`src/rtl/decode_stage.sv`:
```
// RV64I instruction decode stage: register-file addressing, immediate/control generation,
// load-use hazard detection and the ID/EX pipeline register.
module decode_stage #(
  parameter int unsigned XLEN      = 64,
  parameter int unsigned REG_COUNT = 32,
  localparam int unsigned RA       = $clog2(REG_COUNT)
) (
  input  logic            clk,
  input  logic            rst,
  input  logic            if_valid,
  input  logic [31:0]     if_instr,
  input  logic [XLEN-1:0] if_pc,
  output logic            id_stall,
  output logic [RA-1:0]   raddr1,
  output logic [RA-1:0]   raddr2,
  input  logic [XLEN-1:0] rdata1,
  input  logic [XLEN-1:0] rdata2,
  input  logic            flush,
  input  logic            ex_stall,
  output logic            ex_valid,
  output logic [XLEN-1:0] ex_pc,
  output logic [XLEN-1:0] ex_rs1_val,
  output logic [XLEN-1:0] ex_rs2_val,
  output logic [XLEN-1:0] ex_imm,
  output logic [RA-1:0]   ex_rs1,
  output logic [RA-1:0]   ex_rs2,
  output logic [RA-1:0]   ex_rd,
  output logic [6:0]      ex_opcode,
  output logic [2:0]      ex_funct3,
  output logic            ex_funct7b5,
  output logic            ex_mem_read,
  output logic            ex_mem_write,
  output logic            ex_reg_write,
  output logic            ex_alu_src_imm,
  output logic            ex_branch,
  output logic            ex_jump,
  output logic            ex_illegal
);

  localparam logic [6:0] OpLui    = 7'b0110111;
  localparam logic [6:0] OpAuipc  = 7'b0010111;
  localparam logic [6:0] OpJal    = 7'b1101111;
  localparam logic [6:0] OpJalr   = 7'b1100111;
  localparam logic [6:0] OpLoad   = 7'b0000011;
  localparam logic [6:0] OpImm    = 7'b0010011;
  localparam logic [6:0] OpImm32  = 7'b0011011;
  localparam logic [6:0] OpStore  = 7'b0100011;
  localparam logic [6:0] OpBranch = 7'b1100011;
  localparam logic [6:0] OpReg    = 7'b0110011;
  localparam logic [6:0] OpReg32  = 7'b0111011;

  typedef struct packed {
    logic            valid;
    logic [XLEN-1:0] pc;
    logic [XLEN-1:0] rs1_val;
    logic [XLEN-1:0] rs2_val;
    logic [XLEN-1:0] imm;
    logic [RA-1:0]   rs1;
    logic [RA-1:0]   rs2;
    logic [RA-1:0]   rd;
    logic [6:0]      opcode;
    logic [2:0]      funct3;
    logic            funct7b5;
    logic            mem_read;
    logic            mem_write;
    logic            reg_write;
    logic            alu_src_imm;
    logic            branch;
    logic            jump;
    logic            illegal;
  } idex_t;

  idex_t idex_q, idex_d, dec;
  logic  use_rs1, use_rs2, hazard;

  logic [XLEN-1:0] imm_i, imm_s, imm_b, imm_u, imm_j;

  assign raddr1 = if_instr[15 +: RA];
  assign raddr2 = if_instr[20 +: RA];

  assign imm_i = {{(XLEN-12){if_instr[31]}}, if_instr[31:20]};
  assign imm_s = {{(XLEN-12){if_instr[31]}}, if_instr[31:25], if_instr[11:7]};
  assign imm_b = {{(XLEN-13){if_instr[31]}}, if_instr[31], if_instr[7], if_instr[30:25],
                  if_instr[11:8], 1'b0};
  assign imm_u = {{(XLEN-32){if_instr[31]}}, if_instr[31:12], 12'b0};
  assign imm_j = {{(XLEN-21){if_instr[31]}}, if_instr[31], if_instr[19:12], if_instr[20],
                  if_instr[30:21], 1'b0};

  always_comb begin
    dec          = '0;
    use_rs1      = 1'b0;
    use_rs2      = 1'b0;
    dec.valid    = 1'b1;
    dec.pc       = if_pc;
    dec.rs1_val  = rdata1;
    dec.rs2_val  = rdata2;
    dec.rs1      = if_instr[15 +: RA];
    dec.rs2      = if_instr[20 +: RA];
    dec.rd       = if_instr[7 +: RA];
    dec.opcode   = if_instr[6:0];
    dec.funct3   = if_instr[14:12];
    dec.funct7b5 = if_instr[30];
    case (if_instr[6:0])
      OpLui, OpAuipc: begin
        dec.imm = imm_u; dec.reg_write = 1'b1; dec.alu_src_imm = 1'b1;
      end
      OpJal: begin
        dec.imm = imm_j; dec.reg_write = 1'b1; dec.alu_src_imm = 1'b1; dec.jump = 1'b1;
      end
      OpJalr: begin
        dec.imm = imm_i; use_rs1 = 1'b1;
        dec.reg_write = 1'b1; dec.alu_src_imm = 1'b1; dec.jump = 1'b1;
      end
      OpLoad: begin
        dec.imm = imm_i; use_rs1 = 1'b1;
        dec.reg_write = 1'b1; dec.alu_src_imm = 1'b1; dec.mem_read = 1'b1;
      end
      OpImm, OpImm32: begin
        dec.imm = imm_i; use_rs1 = 1'b1; dec.reg_write = 1'b1; dec.alu_src_imm = 1'b1;
      end
      OpStore: begin
        dec.imm = imm_s; use_rs1 = 1'b1; use_rs2 = 1'b1;
        dec.mem_write = 1'b1; dec.alu_src_imm = 1'b1;
      end
      OpBranch: begin
        dec.imm = imm_b; use_rs1 = 1'b1; use_rs2 = 1'b1; dec.branch = 1'b1;
      end
      OpReg, OpReg32: begin
        use_rs1 = 1'b1; use_rs2 = 1'b1; dec.reg_write = 1'b1;
      end
      default: dec.illegal = 1'b1;
    endcase
    // Writes to x0 are architecturally discarded, so never advertise them downstream.
    if (dec.rd == '0) dec.reg_write = 1'b0;
  end

  assign hazard = if_valid & idex_q.valid & idex_q.mem_read & (idex_q.rd != '0) &
                  ((use_rs1 & (dec.rs1 == idex_q.rd)) | (use_rs2 & (dec.rs2 == idex_q.rd)));

  assign id_stall = ~flush & (ex_stall | hazard);

  always_comb begin
    idex_d = idex_q;
    if (flush) begin
      idex_d = '0;
    end else if (ex_stall) begin
      idex_d = idex_q;
    end else if (hazard || !if_valid) begin
      idex_d = '0;
    end else begin
      idex_d = dec;
    end
  end

  always_ff @(posedge clk) begin
    if (!rst) begin
      idex_q <= '0;
    end else begin
      idex_q <= idex_d;
    end
  end

  assign ex_valid       = idex_q.valid;
  assign ex_pc          = idex_q.pc;
  assign ex_rs1_val     = idex_q.rs1_val;
  assign ex_rs2_val     = idex_q.rs2_val;
  assign ex_imm         = idex_q.imm;
  assign ex_rs1         = idex_q.rs1;
  assign ex_rs2         = idex_q.rs2;
  assign ex_rd          = idex_q.rd;
  assign ex_opcode      = idex_q.opcode;
  assign ex_funct3      = idex_q.funct3;
  assign ex_funct7b5    = idex_q.funct7b5;
  assign ex_mem_read    = idex_q.mem_read;
  assign ex_mem_write   = idex_q.mem_write;
  assign ex_reg_write   = idex_q.reg_write;
  assign ex_alu_src_imm = idex_q.alu_src_imm;
  assign ex_branch      = idex_q.branch;
  assign ex_jump        = idex_q.jump;
  assign ex_illegal     = idex_q.illegal;

endmodule
```
`config.mk`:
```
export PLATFORM = sky130hd
export DESIGN_NAME = decode_stage
export DESIGN_NICKNAME = d
export VERILOG_FILES = /design/src/rtl/decode_stage.sv
export SDC_FILE = /design/constraint.sdc
export NUM_CORES = 1
export LEC_CHECK = 0
export ABC_AREA = 1
export CORE_AREA = 2 2 205 207
export CTS_CLUSTER_SIZE = 12
export DETAILED_ROUTE_END_ITERATION = 7
export DIE_AREA = 0 0 207 209
export DONT_BUFFER_PORTS = 1
export PLACE_DENSITY_LB_ADDON = 0.3
export SLEW_MARGIN = 20
export SYNTH_ARGS = -nofsm -noshare
export SYNTH_HDL_FRONTEND = slang
export SYNTH_SLANG_ARGS = --single-unit
export TNS_END_PERCENT = 20
```
`constraint.sdc`:
```
create_clock -name clk -period 2.8 [get_ports clk]
set_clock_uncertainty 0.05 [all_clocks]
set_input_delay 0.84 -clock clk [delete_from_list [all_inputs] [get_ports clk]]
set_output_delay 0.84 -clock clk [all_outputs]
set_load 0.02 [all_outputs]
```
; Word level (Yosys, flattened, before mapping)
; Index checks and enable logic that the tools add are counted.
[totals]
reg_bits = 290
wordCells = 67
[op_classes]
eq_ne = 13
muxes = 12
bitwise = 11
n_reduce_logical = 13
[op_table]
columns = cell, count
row1 = $pmux W64 S5, 1
row2 = $mux W290, 1
row3 = $eq A7 B6 Y1 const B, 4
row4 = $eq A7 B5 Y1 const B, 3
row5 = $eq A7 B7 Y1 const B, 3
row6 = $reduce_or A8 Y1, 2
row7 = $reduce_or A11 Y1, 1
row8 = $eq A5 B5 Y1, 2
row9 = $mux W1, 10
row10 = $reduce_or A9 Y1, 1
row11 = $reduce_or A4 Y1, 2
row12 = $and A1 B1 Y1, 7
row13 = $eq A7 B2 Y1 const B, 1
row14 = $reduce_or A2 Y1, 3
row15 = $logic_not A5 Y1, 1
row16 = $reduce_bool A5 Y1, 1
row17 = $not A1 Y1, 2
row18 = $or A1 B1 Y1, 2
row19 = $logic_not A1 Y1, 1
row20 = $logic_or A1 B1 Y1, 1

; Depth between registers and ports, before layout
; Gate-level depths: netlist of the first run.
[depth]
ltp_word = 8
depth_mapped = 12
mapped_depth_nobuf = 11

; Worst setup path after synthesis of the first run
; Ideal clock, no wire load.
[synth_path]
path_kind = input to output
start = input if_instr[2]
end = output id_stall
arrival_ps = 2120
t_required_ps = 1910
setup_slack_ps = -210
path_stages = 10
cell_sequence = inv_1 > nand2_1 > nor2_4 > nand2_1 > nand3_4 > nor2_2 > nor2_2 > nand2_4 > buf_2 > a21oi_1
[synth_via]
elab_chain_len = 8
elab_cells_between_ends = 18
cone_classes = eq/ne (8) / mux (2) / bitwise (6) / reduce/logical (2)
[synth_lines]
columns = element, line_no
row1 = start: declaration, 11  ; input logic [31:0] if_instr,
row2 = $eq A7 B6 Y1 (tied with other cells), 103  ; case (if_instr[6:0])
row3 = $reduce_or A8 Y1 (no line) / $reduce_or A4 Y1 (equally long branches), --
row4 = $mux W1, 103
row5 = $and A1 B1 Y1, 138  ; ((use_rs1 & (dec.rs1 == idex_q.rd)) | (use_rs2 & (dec.rs2 == idex_q.rd)));
row6 = $or A1 B1 Y1 (*), 138
row7 = $and A1 B1 Y1 (*), 137  ; assign hazard = if_valid & idex_q.valid & idex_q.mem_read & (idex_q.rd != '0) &
row8 = $or A1 B1 Y1 (*), 140  ; assign id_stall = ~flush & (ex_stall | hazard);
row9 = $and A1 B1 Y1 (*), 140
row10 = end: declaration, 13  ; output logic id_stall,
; Mark *: on every way between the ends. The rest lies on a longest branch, timed or not.

; Final worst setup path of the first run
[layout_path]
start = register idex_q, in the netlist ex_rd[1]
end = output id_stall
[layout_via]
elab_chain_len = 6
elab_cells_between_ends = 10
cone_classes = eq/ne (2) / bitwise (7) / reduce/logical (1)
[layout_lines]
columns = element, line_no
row1 = start: declaration, 73  ; idex_t idex_q, idex_d, dec;
row2 = start signal: assignment, 159  ; idex_q <= idex_d;
row3 = $eq A5 B5 Y1, 138
row4 = $and A1 B1 Y1, 138
row5 = $or A1 B1 Y1, 138
row6 = $and A1 B1 Y1 (*), 137
row7 = $or A1 B1 Y1 (*), 140
row8 = $and A1 B1 Y1 (*), 140
; Marked as above.

==> results.cfg, run 1 <==
[yosys]
synth_nets = 1638
postSynthCellCount = 1409
yosysUniqueCellTypes = 27
synth_top_area_frac = 0.4706
yosysWarnings = 0
synth_seq_area_share = 0.4706
synthTopCellsByArea = dfxtp_1 (47%), nand4_1 (16%), a21oi_1 (12%), nand2_1 (12%), clkbuf_1 (3.0%)
synth_area_um2 = 10980
synth_area_per_cell_um2 = 7.790
yosysTopAreaCell = dfxtp_1
ys_ff_latch = 258

[power_and_ir_drop]
pwr-share-comb = 0.048
swShare = 0.2366
p_leak_nw = 3.943
clockPowerShare = 0.469
p_switching_mw = 1.894
seqPwrFrac = 0.483
vdd_drop_max_mv = 0.4469
p_int_mw = 6.109
power_mw = 8.003
power_density_nw_per_um2 = 656.7

[sta]
maxSlewViolCount = 0
final.min_clock_period_ns = 2.763
setup_ws_ns = 0.03673
hold_viol = 0
relSlewSlack = 0.4811
fmax_mhz = 361.9
setup_viol = 0
grt_setup_unrepaired = true
timing.hold.ws_ns = 0.3695
tns_ns = 0
tightest_slew_ns = 0.7783
period_share = 0.9869

[clock_tree]
numCtsBuffers = 29
clock_sinks = 258
ctsHtreeMaxLevel = 1
clk_latency_ns = 0.56
holdBufCountCts = 0
clk_pin_slew_worst_paths_ns = 0.06
clockRootBuffer = clkbuf_16
cts_tree = built
cts_buffer_depth = 3

[global_routing]
grt_pass1_vias = 9404
track_usage = 0.1662
grt_pass1_wl_um = 57750
antenna_found_initial = 0
overflow = 0
grt_max_degree = 260

[floorplan]
ios = 530
core_area_um2 = 41290
die_x_um = 207
die_y_um = 209
initial_core_util = 0.2658
rows = 75
die-area_um2 = 43260

[worst_setup_path]
cp-end-kind = output port
path_class = flip-flop to output port
crit_arrival_ns = 1.87
start_kind = flip-flop
crit_required_ns = 1.91
reg2reg_slack_ns = 0.58
ff2ff_path_depth = 10
cp_max_fo = 7

[place]
place_ws_ns = -0.05594
place_area_um2 = 11170
gp_congestion = 0.8968
io_buffers = 0
dp_hpwl_um = 25930

[layout]
layout.nets = 1527
n_fill_cell = 4434
fin_area_um2 = 12190
layout_common_cells = nand2_1 (340), nand4_1 (276), a21oi_1 (259)
num_antenna_cells = 0
area_growth_syn_to_layout_pct = 11.04
layout-drive-gt1-share = 0.09795
final_common_cell = nand2_1

[route]
ant_nets = 0
vias = 9956
wire_per_inst_um = 20.85
drt-total-wl_um = 38690
drtPass1Iterations = 5
dr.first_iter.drc_count = 932
drc_errors = 0
viasPerCell = 5.364

[status]
status = complete, no violations

[run]
drv.max_cap_violation_count = 0

[worst_hold_path]
hold_path.class = input port to flip-flop
min_path_cells = 2
logic make-up after synthesis:
| group | synth area share |
|---|---|
| simple gates | 0.3012 |
| xor+xnor | 0.004788 |
| compound gates | 0.1199 |
| flops | 0.4706 |
| buf+inv | 0.1035 |
cells in the mapped netlist:
cell type and number:
nor3_1 3, nand2_4 1, nand2_2 1, buf_6 22
buf_2 5, buf_8 2, nand2_1 347, nor2_1 12
a21oi_1 262, inv_2 2, nand4_1 276, o21ai_1 1
xor2_1 5, nand3_1 24, nor2_4 2, clkinv_1 1
inv_1 15, or2_2 2, buf_4 42, nand3_4 1
dfxtp_1 258, clkbuf_1 88, nor3b_1 1, nor2_2 2
nor4_1 1, xnor2_1 1, buf_1 32
power groups by stage:
stage | Combinational [mW] | Sequential (mW) | Clock, mW
detailed placement | 0.371 | 3.95 | 0
CTS | 0.376 | 3.87 | 3.86
floorplan | 0.380 | 3.93 | 0
finish | 0.384 | 3.87 | 3.75
global placement | 0.364 | 3.95 | 0
global route | 0.423 | 3.87 | 3.99
flip-flops by register name (all words and copies together), names as in the netlist:
| register | flops |
|---|---|
| ex_pc | 64 |
| ex_rs1_val | 64 |
| ex_rs2_val | 64 |
| ex_imm | 32 |
| ex_opcode | 7 |
| ex_rd | 5 |
| ex_rs1 | 5 |
| ex_rs2 | 5 |
| ex_funct3 | 3 |
| ex_alu_src_imm | 1 |
| ex_branch | 1 |
| ex_funct7b5 | 1 |
| ex_illegal | 1 |
| ex_jump | 1 |
| ex_mem_read | 1 |
| ex_mem_write | 1 |
| ex_reg_write | 1 |
| ex_valid | 1 |
path summary, 6_finish.rpt:
kind / to / startpoint
max: id_stall / ex_rd[1]
min: ex_rs1_val[55] / ex_stall
max reg2reg: ex_rs1_val[21] / ex_rd[0]
min reg2reg: ex_rd[2] / ex_rd[2]
layout make-up:
| cell class | instances | area, um^2 | area share |
|---|---|---|---|
| clock inverters | 9 | 103.9 | 0.008522 |
| multi-input cells | 942 | 4790 | 0.3930 |
| well taps | 539 | 674.4 | 0.05534 |
| inverters | 18 | 85.08 | 0.006982 |
| clock buffers | 41 | 830.8 | 0.06817 |
| repair buffers | 49 | 525.5 | 0.04312 |
| flip-flops and latches | 258 | 5177 | 0.4248 |
metrics by stage:
| step | std cells | utilization |
|---|---|---|
| finish | 1856 | 0.2952 |
| global route | 1856 | 0.2952 |
| CTS | 1854 | 0.2939 |
| detailed placement | 1804 | 0.2704 |
| global placement | 1804 | 0.2704 |
| floorplan | 1409 | - |
repair_timing:
item,CTS,global route
pin swaps,8,7
gates resized for setup,12,7
endpoints found under the setup margin,1,1
buffers inserted,0,2
gates cloned,0,0
hold endpoints to repair,0,0
metal layers:
metal	GRT usage	vias up	wire (um)
li1	-	4704	-
met3	0.04494	70	3350
met5	0	-	0
met1	0.2148	4735	16150
met2	0.2653	447	17920
met4	0.06108	0	1277
worst max-delay path, cell delays in order, from the launching register on:
cell	delay, ns
dfxtp_4	0.39
or2_4	0.25
a21oi_4	0.12
nand3_2	0.10
nand2_4	0.11
nand2_8	0.06
a21oi_4	0.14
buf_12	0.13
(Power assumes the default switching activity.)
==> run 2: changes to the inputs <==
--- a/config.mk
+++ b/config.mk
@@ -16,4 +16,3 @@
 export SYNTH_ARGS = -nofsm -noshare
 export SYNTH_HDL_FRONTEND = slang
 export SYNTH_SLANG_ARGS = --single-unit
-export TNS_END_PERCENT = 20
==> results of run 2 <==
Same layout as run 1: the final DEF is identical, and so are final timing and power.
